## config.mk

```make
export PLATFORM = sky130hd
export DESIGN_NAME = uart_rx_frac
export DESIGN_NICKNAME = d
export VERILOG_FILES = /design/src/rtl/uart_rx_frac.sv
export SDC_FILE = /design/constraint.sdc
export NUM_CORES = 1
export LEC_CHECK = 0
export BUFFER_PORTS_ARGS = -buffer_cell sky130_fd_sc_hd__clkbuf_2
export CORE_UTILIZATION = 50
export DETAILED_ROUTE_END_ITERATION = 6
export GPL_TIMING_DRIVEN = 1
export PLACE_DENSITY = 0.67
export SLEW_MARGIN = 20
export SYNTH_ARGS = -nofsm -noshare
export SYNTH_HDL_FRONTEND = slang
export SYNTH_SLANG_ARGS = --single-unit
```

## constraint.sdc

```tcl
create_clock -name Clk -period 5.8 [get_ports Clk]
set_input_delay 0.87 -clock Clk [delete_from_list [all_inputs] [get_ports Clk]]
set_output_delay 0.87 -clock Clk [all_outputs]
set_load 0.1 [all_outputs]
```

## src/rtl/uart_rx_frac.sv

```systemverilog
// UART receiver with an 8x-oversampled fractional (12.4) baud tick generator.
// Bytes leave on a ready/valid port; framing errors and overruns are one-cycle pulses.
module uart_rx_frac #(
   parameter int DATA_W = 8,
   parameter int OVS    = 8
) (
   input  logic              Clk,
   input  logic              Rst,
   input  logic [15:0]       prescale,
   input  logic              enable,
   input  logic              Rx,
   output logic [DATA_W-1:0] m_tdata,
   output logic              m_tvalid,
   input  logic              m_tready,
   output logic              busy,
   output logic              frame_err,
   output logic              overrun
);

   localparam int SAMP_W = $clog2(OVS);
   localparam int IDX_W  = (DATA_W > 1) ? $clog2(DATA_W) : 1;

   typedef enum logic [1:0] {IDLE, START, DATA, STOP} state_t;

   state_t              state_reg, state_next;
   logic                rx_meta_reg, rx_sync_reg, rx_prev_reg;
   logic [11:0]         clk_cnt_reg, clk_cnt_next;
   logic [3:0]          frac_acc_reg, frac_acc_next;
   logic                extra_reg, extra_next;
   logic [SAMP_W-1:0]   samp_cnt_reg, samp_cnt_next;
   logic [1:0]          vote_reg, vote_next;
   logic [IDX_W-1:0]    idx_reg, idx_next;
   logic [DATA_W-1:0]   data_sh_reg, data_sh_next;
   logic [DATA_W-1:0]   m_tdata_reg, m_tdata_next;
   logic                m_tvalid_reg, m_tvalid_next;
   logic                frame_err_reg, frame_err_next;
   logic                overrun_reg, overrun_next;

   logic [12:0]         period;
   logic                tick, start_edge, can_run, majority, vote_pt, bit_end;

   // A carry out of the fraction accumulator stretches the following period by one clock
   assign period     = {1'b0, prescale[15:4]} + {12'd0, extra_reg};
   assign tick       = (state_reg != IDLE) && (({1'b0, clk_cnt_reg} + 13'd1) >= period);
   assign start_edge = rx_prev_reg & ~rx_sync_reg;
   assign can_run    = enable && (prescale[15:4] != 12'd0);
   assign majority   = (vote_reg[1] & vote_reg[0]) | (vote_reg[1] & rx_sync_reg) |
                       (vote_reg[0] & rx_sync_reg);
   assign vote_pt    = tick && (samp_cnt_reg == SAMP_W'(5));
   assign bit_end    = tick && (samp_cnt_reg == SAMP_W'(OVS - 1));

   always_comb begin
      state_next     = state_reg;
      clk_cnt_next   = clk_cnt_reg;
      frac_acc_next  = frac_acc_reg;
      extra_next     = extra_reg;
      samp_cnt_next  = samp_cnt_reg;
      vote_next      = vote_reg;
      idx_next       = idx_reg;
      data_sh_next   = data_sh_reg;
      m_tdata_next   = m_tdata_reg;
      m_tvalid_next  = m_tvalid_reg;
      frame_err_next = 1'b0;
      overrun_next   = 1'b0;

      if (m_tvalid_reg && m_tready)
         m_tvalid_next = 1'b0;

      if (tick) begin
         clk_cnt_next                = 12'd0;
         {extra_next, frac_acc_next} = {1'b0, frac_acc_reg} + {1'b0, prescale[3:0]};
         samp_cnt_next               = samp_cnt_reg + SAMP_W'(1);
         if (samp_cnt_reg == SAMP_W'(3) || samp_cnt_reg == SAMP_W'(4))
            vote_next = {vote_reg[0], rx_sync_reg};
      end else begin
         clk_cnt_next = clk_cnt_reg + 12'd1;
      end

      if (!enable && state_reg != IDLE) begin
         state_next = IDLE;
      end else begin
         case (state_reg)
            IDLE: begin
               // Keep the tick generator parked so a start edge begins a clean period
               clk_cnt_next  = 12'd0;
               frac_acc_next = 4'd0;
               extra_next    = 1'b0;
               samp_cnt_next = '0;
               idx_next      = '0;
               if (can_run && start_edge)
                  state_next = START;
            end
            START: begin
               if (vote_pt && majority) begin
                  state_next = IDLE;
               end else if (bit_end) begin
                  state_next = DATA;
                  idx_next   = '0;
               end
            end
            DATA: begin
               if (vote_pt)
                  data_sh_next = {majority, data_sh_reg[DATA_W-1:1]};
               if (bit_end) begin
                  if (idx_reg == IDX_W'(DATA_W - 1))
                     state_next = STOP;
                  else
                     idx_next = idx_reg + IDX_W'(1);
               end
            end
            STOP: begin
               if (vote_pt) begin
                  state_next = IDLE;
                  if (!majority) begin
                     frame_err_next = 1'b1;
                  end else if (!m_tvalid_reg || m_tready) begin
                     m_tdata_next  = data_sh_reg;
                     m_tvalid_next = 1'b1;
                  end else begin
                     overrun_next = 1'b1;
                  end
               end
            end
            default: state_next = IDLE;
         endcase
      end
   end

   always_ff @(posedge Clk) begin
      if (!Rst) begin
         state_reg     <= IDLE;
         rx_meta_reg   <= 1'b1;
         rx_sync_reg   <= 1'b1;
         rx_prev_reg   <= 1'b1;
         clk_cnt_reg   <= 12'd0;
         frac_acc_reg  <= 4'd0;
         extra_reg     <= 1'b0;
         samp_cnt_reg  <= '0;
         vote_reg      <= 2'b00;
         idx_reg       <= '0;
         data_sh_reg   <= '0;
         m_tdata_reg   <= '0;
         m_tvalid_reg  <= 1'b0;
         frame_err_reg <= 1'b0;
         overrun_reg   <= 1'b0;
      end else begin
         state_reg     <= state_next;
         rx_meta_reg   <= Rx;
         rx_sync_reg   <= rx_meta_reg;
         rx_prev_reg   <= rx_sync_reg;
         clk_cnt_reg   <= clk_cnt_next;
         frac_acc_reg  <= frac_acc_next;
         extra_reg     <= extra_next;
         samp_cnt_reg  <= samp_cnt_next;
         vote_reg      <= vote_next;
         idx_reg       <= idx_next;
         data_sh_reg   <= data_sh_next;
         m_tdata_reg   <= m_tdata_next;
         m_tvalid_reg  <= m_tvalid_next;
         frame_err_reg <= frame_err_next;
         overrun_reg   <= overrun_next;
      end
   end

   assign m_tdata   = m_tdata_reg;
   assign m_tvalid  = m_tvalid_reg;
   assign busy      = (state_reg != IDLE);
   assign frame_err = frame_err_reg;
   assign overrun   = overrun_reg;

endmodule
```

==> flow_summary.json <==
{
  "status": "completed",
  "netlist.area_leader.share_pct": 36.5,
  "synth_adder_area_share_pct": 13.3,
  "place.gp.congestion": 0.832,
  "clock_latency_ns": 0.31,
  "ant_nets": 0,
  "wl_mm": 4.98,
  "grt_max_degree": 34,
  "place_hpwl_mm": 3.78,
  "cp-start-kind": "input pin",
  "synth-seq-area-share_pct": 36.5,
  "grt_use_total_pct": 19.4,
  "final.setup.tns_ns": 0,
  "cp_max_fo": 12,
  "route.detailed.wl_per_inst_um": 12.8,
  "skew_ns": 0.00768,
  "grt_overflow": 0,
  "die_w_um": 75.3,
  "std_cell_rows": 26,
  "synth_mux_area_share_pct": 9.73,
  "post-route-min-period_ns": 3.76,
  "vias": 2049,
  "syn_inst": 287,
  "drc": 0,
  "die_height_um": 75.3,
  "arrival_ns": 3.99,
  "synth_simple_gate_area_share_pct": 21.6,
  "yosys-top-cells-count": "dfxtp_1 (49), nand2_1 (38), ha_1 (26)",
  "cellLeakagePower_nw": 1.34,
  "synth_compound_area_share_pct": 8.71,
  "die_area_sq_um": 5670,
  "cts_setup_buffers": 0,
  "worstSetupPathType": "input pin to register",
  "grt_pass1_vias": 1890,
  "drtIter0Drc": 104,
  "numCtsBuffers": 5,
  "hold_ws_ns": 0.415,
  "synthFlopType": "dfxtp_1",
  "synth-seq-cells": 49,
  "syn_nets": 335,
  "max-slew-margin-rel_pct": 57.2,
  "hold_class": "register to register",
  "synth.avg_cell_area_sq_um": 9.36,
  "syn_area_sq_um": 2690,
  "ys_async_sr_fraction_pct": 0,
  "ctsHoldBuffers": 0,
  "design_area_sq_um": 2990,
  "area_delta_synth_final_pct": 11.4,
  "fin_nets": 366,
  "ctsResizeCount": 0,
  "cts-root-buf": "clkbuf_8",
  "tightest_slew_ns": 0.642,
  "layout-drive-gt1-share_pct": 15.0,
  "clk_path_buf_depth": 2,
  "core_sq_um": 5140,
  "max_freq_mhz": 266,
  "clk_pin_slew_ns": 0.09,
  "timing.max_cap.violations": 0,
  "power_density_nw_per_um2": 194,
  "yosys.area_share.xor_xnor_pct": 7.50,
  "initial_core_util_pct": 52.3,
  "totalPowerFinal_w": 0.000582,
  "rsz0062_at_grt": "false",
  "drt-vias-per-instance": 5.27,
  "endpoint_kind": "register",
  "synth_largest_area_cell": "dfxtp_1",
  "synth_top_family_by_area": "simple AND/OR/NAND/NOR gates",
  "place_area_sq_um": 2900,
  "ir_worst_vdd_mv": 0.134,
  "drt-pass1-iter-count": 4,
  "antenna_found_initial": 0,
  "grt_pass1_wl_mm": 8.29,
  "antenna_cells": 0,
  "io_buffers": 32,
  "drv_slew": 0,
  "hold_violations": 0,
  "numClockSinks": 49,
  "largest_register_ffs": 12,
  "synth_cell_types": 43,
  "crit_required_ns": 6.03,
  "setup_viol": 0,
  "synth_edf_count": 0,
  "io_pins": 33,
  "ys_top_cells_by_area": "dfxtp_1 (36%), ha_1 (12%), mux2i_1 (9.3%)",
  "yosys.cell_count.top_type": "dfxtp_1",
  "cts_max_level": 2,
  "cts_tree": "built",
  "post-route-period-util_pct": 64.8,
  "yosys_warnings": 0
}
## path summary, 6_finish.rpt
| path | start | to | cells past startpoint | slack (ns) |
|---|---|---|---|---|
| max | prescale[4] | clk_cnt_reg[5] | 14 | 2.04 |
| min | rx_meta_reg | rx_sync_reg | 1 | 0.42 |
| max reg2reg | clk_cnt_reg[2] | clk_cnt_reg[5] | 12 | 2.32 |
| min reg2reg | rx_meta_reg | rx_sync_reg | 1 | 0.42 |
## layout by cell type (no fill, tap or decap), drive strengths merged, types with 4 or more instances in the layout
cell type  count
ha            26
a21oi          9
mux2i         25
and3           4
clkbuf        37
nand2b         7
o21ai          4
nor2          18
nor3           4
nor4           5
nand3         11
nor2b         11
xor2           9
dfxtp         49
inv            9
xnor2         14
nand2         38
nand4          7
a21o           5
## layer usage
| metal | GRT usage [%] | vias to the layer above | routed length [um] |
|---|---|---|---|
| met3 | 4.10 | 9 | 102 |
| li1 | - | 1075 | - |
| met2 | 33.4 | 20 | 2340 |
| met1 | 24.4 | 945 | 2460 |
| met4 | 6.38 | 0 | 68 |
| met5 | 0 | - | 0 |
## stage by stage
| stage | setup WS [ns] | instances | util, % |
|---|---|---|---|
| after global placement | 1.96 | 381 | 56.4 |
| after CTS | 2.08 | 389 | 58.3 |
| after global routing | 1.76 | 389 | 58.3 |
| after floorplan | 2.42 | 287 | - |
| after detailed placement | 1.76 | 381 | 56.4 |
| final | 2.04 | 389 | 58.3 |
## layout make-up
class	count	area, sq um
clock buffers	5	68.8
fillers	490	2150
well taps	70	87.6
inverters	8	30.0
multi-input cells	221	1630
flip-flops and latches	49	981
repair buffers	33	168
clock inverters	3	26.3
## logic make-up (layout without fill, tap and decap cells)
group	after synthesis	after routing
simple gates	114	114
buf+inv	17	49
xor+xnor	23	23
mux	26	26
compound gates	30	30
flops	49	49
fa+ha+maj	28	28
## report_power, final
group	internal, W	switching [W]
Sequential	0.000337	0.000000877
Clock	0.0000878	0.000124
Combinational	0.0000127	0.0000198
## critical path, stage by stage
cell and delay, ns:
clkbuf_2 0.09, ha_1 0.19, ha_1 0.20, nand3_1 0.17, nor2_1 0.20, nand4_1 0.15
xor2_1 0.17, ha_1 0.29, a21oi_1 0.16, o21ai_0 0.10, a21o_1 0.17, a31oi_2 0.49
nand3_1 0.49, nor2b_1 0.24
(Power assumes the default switching activity.)
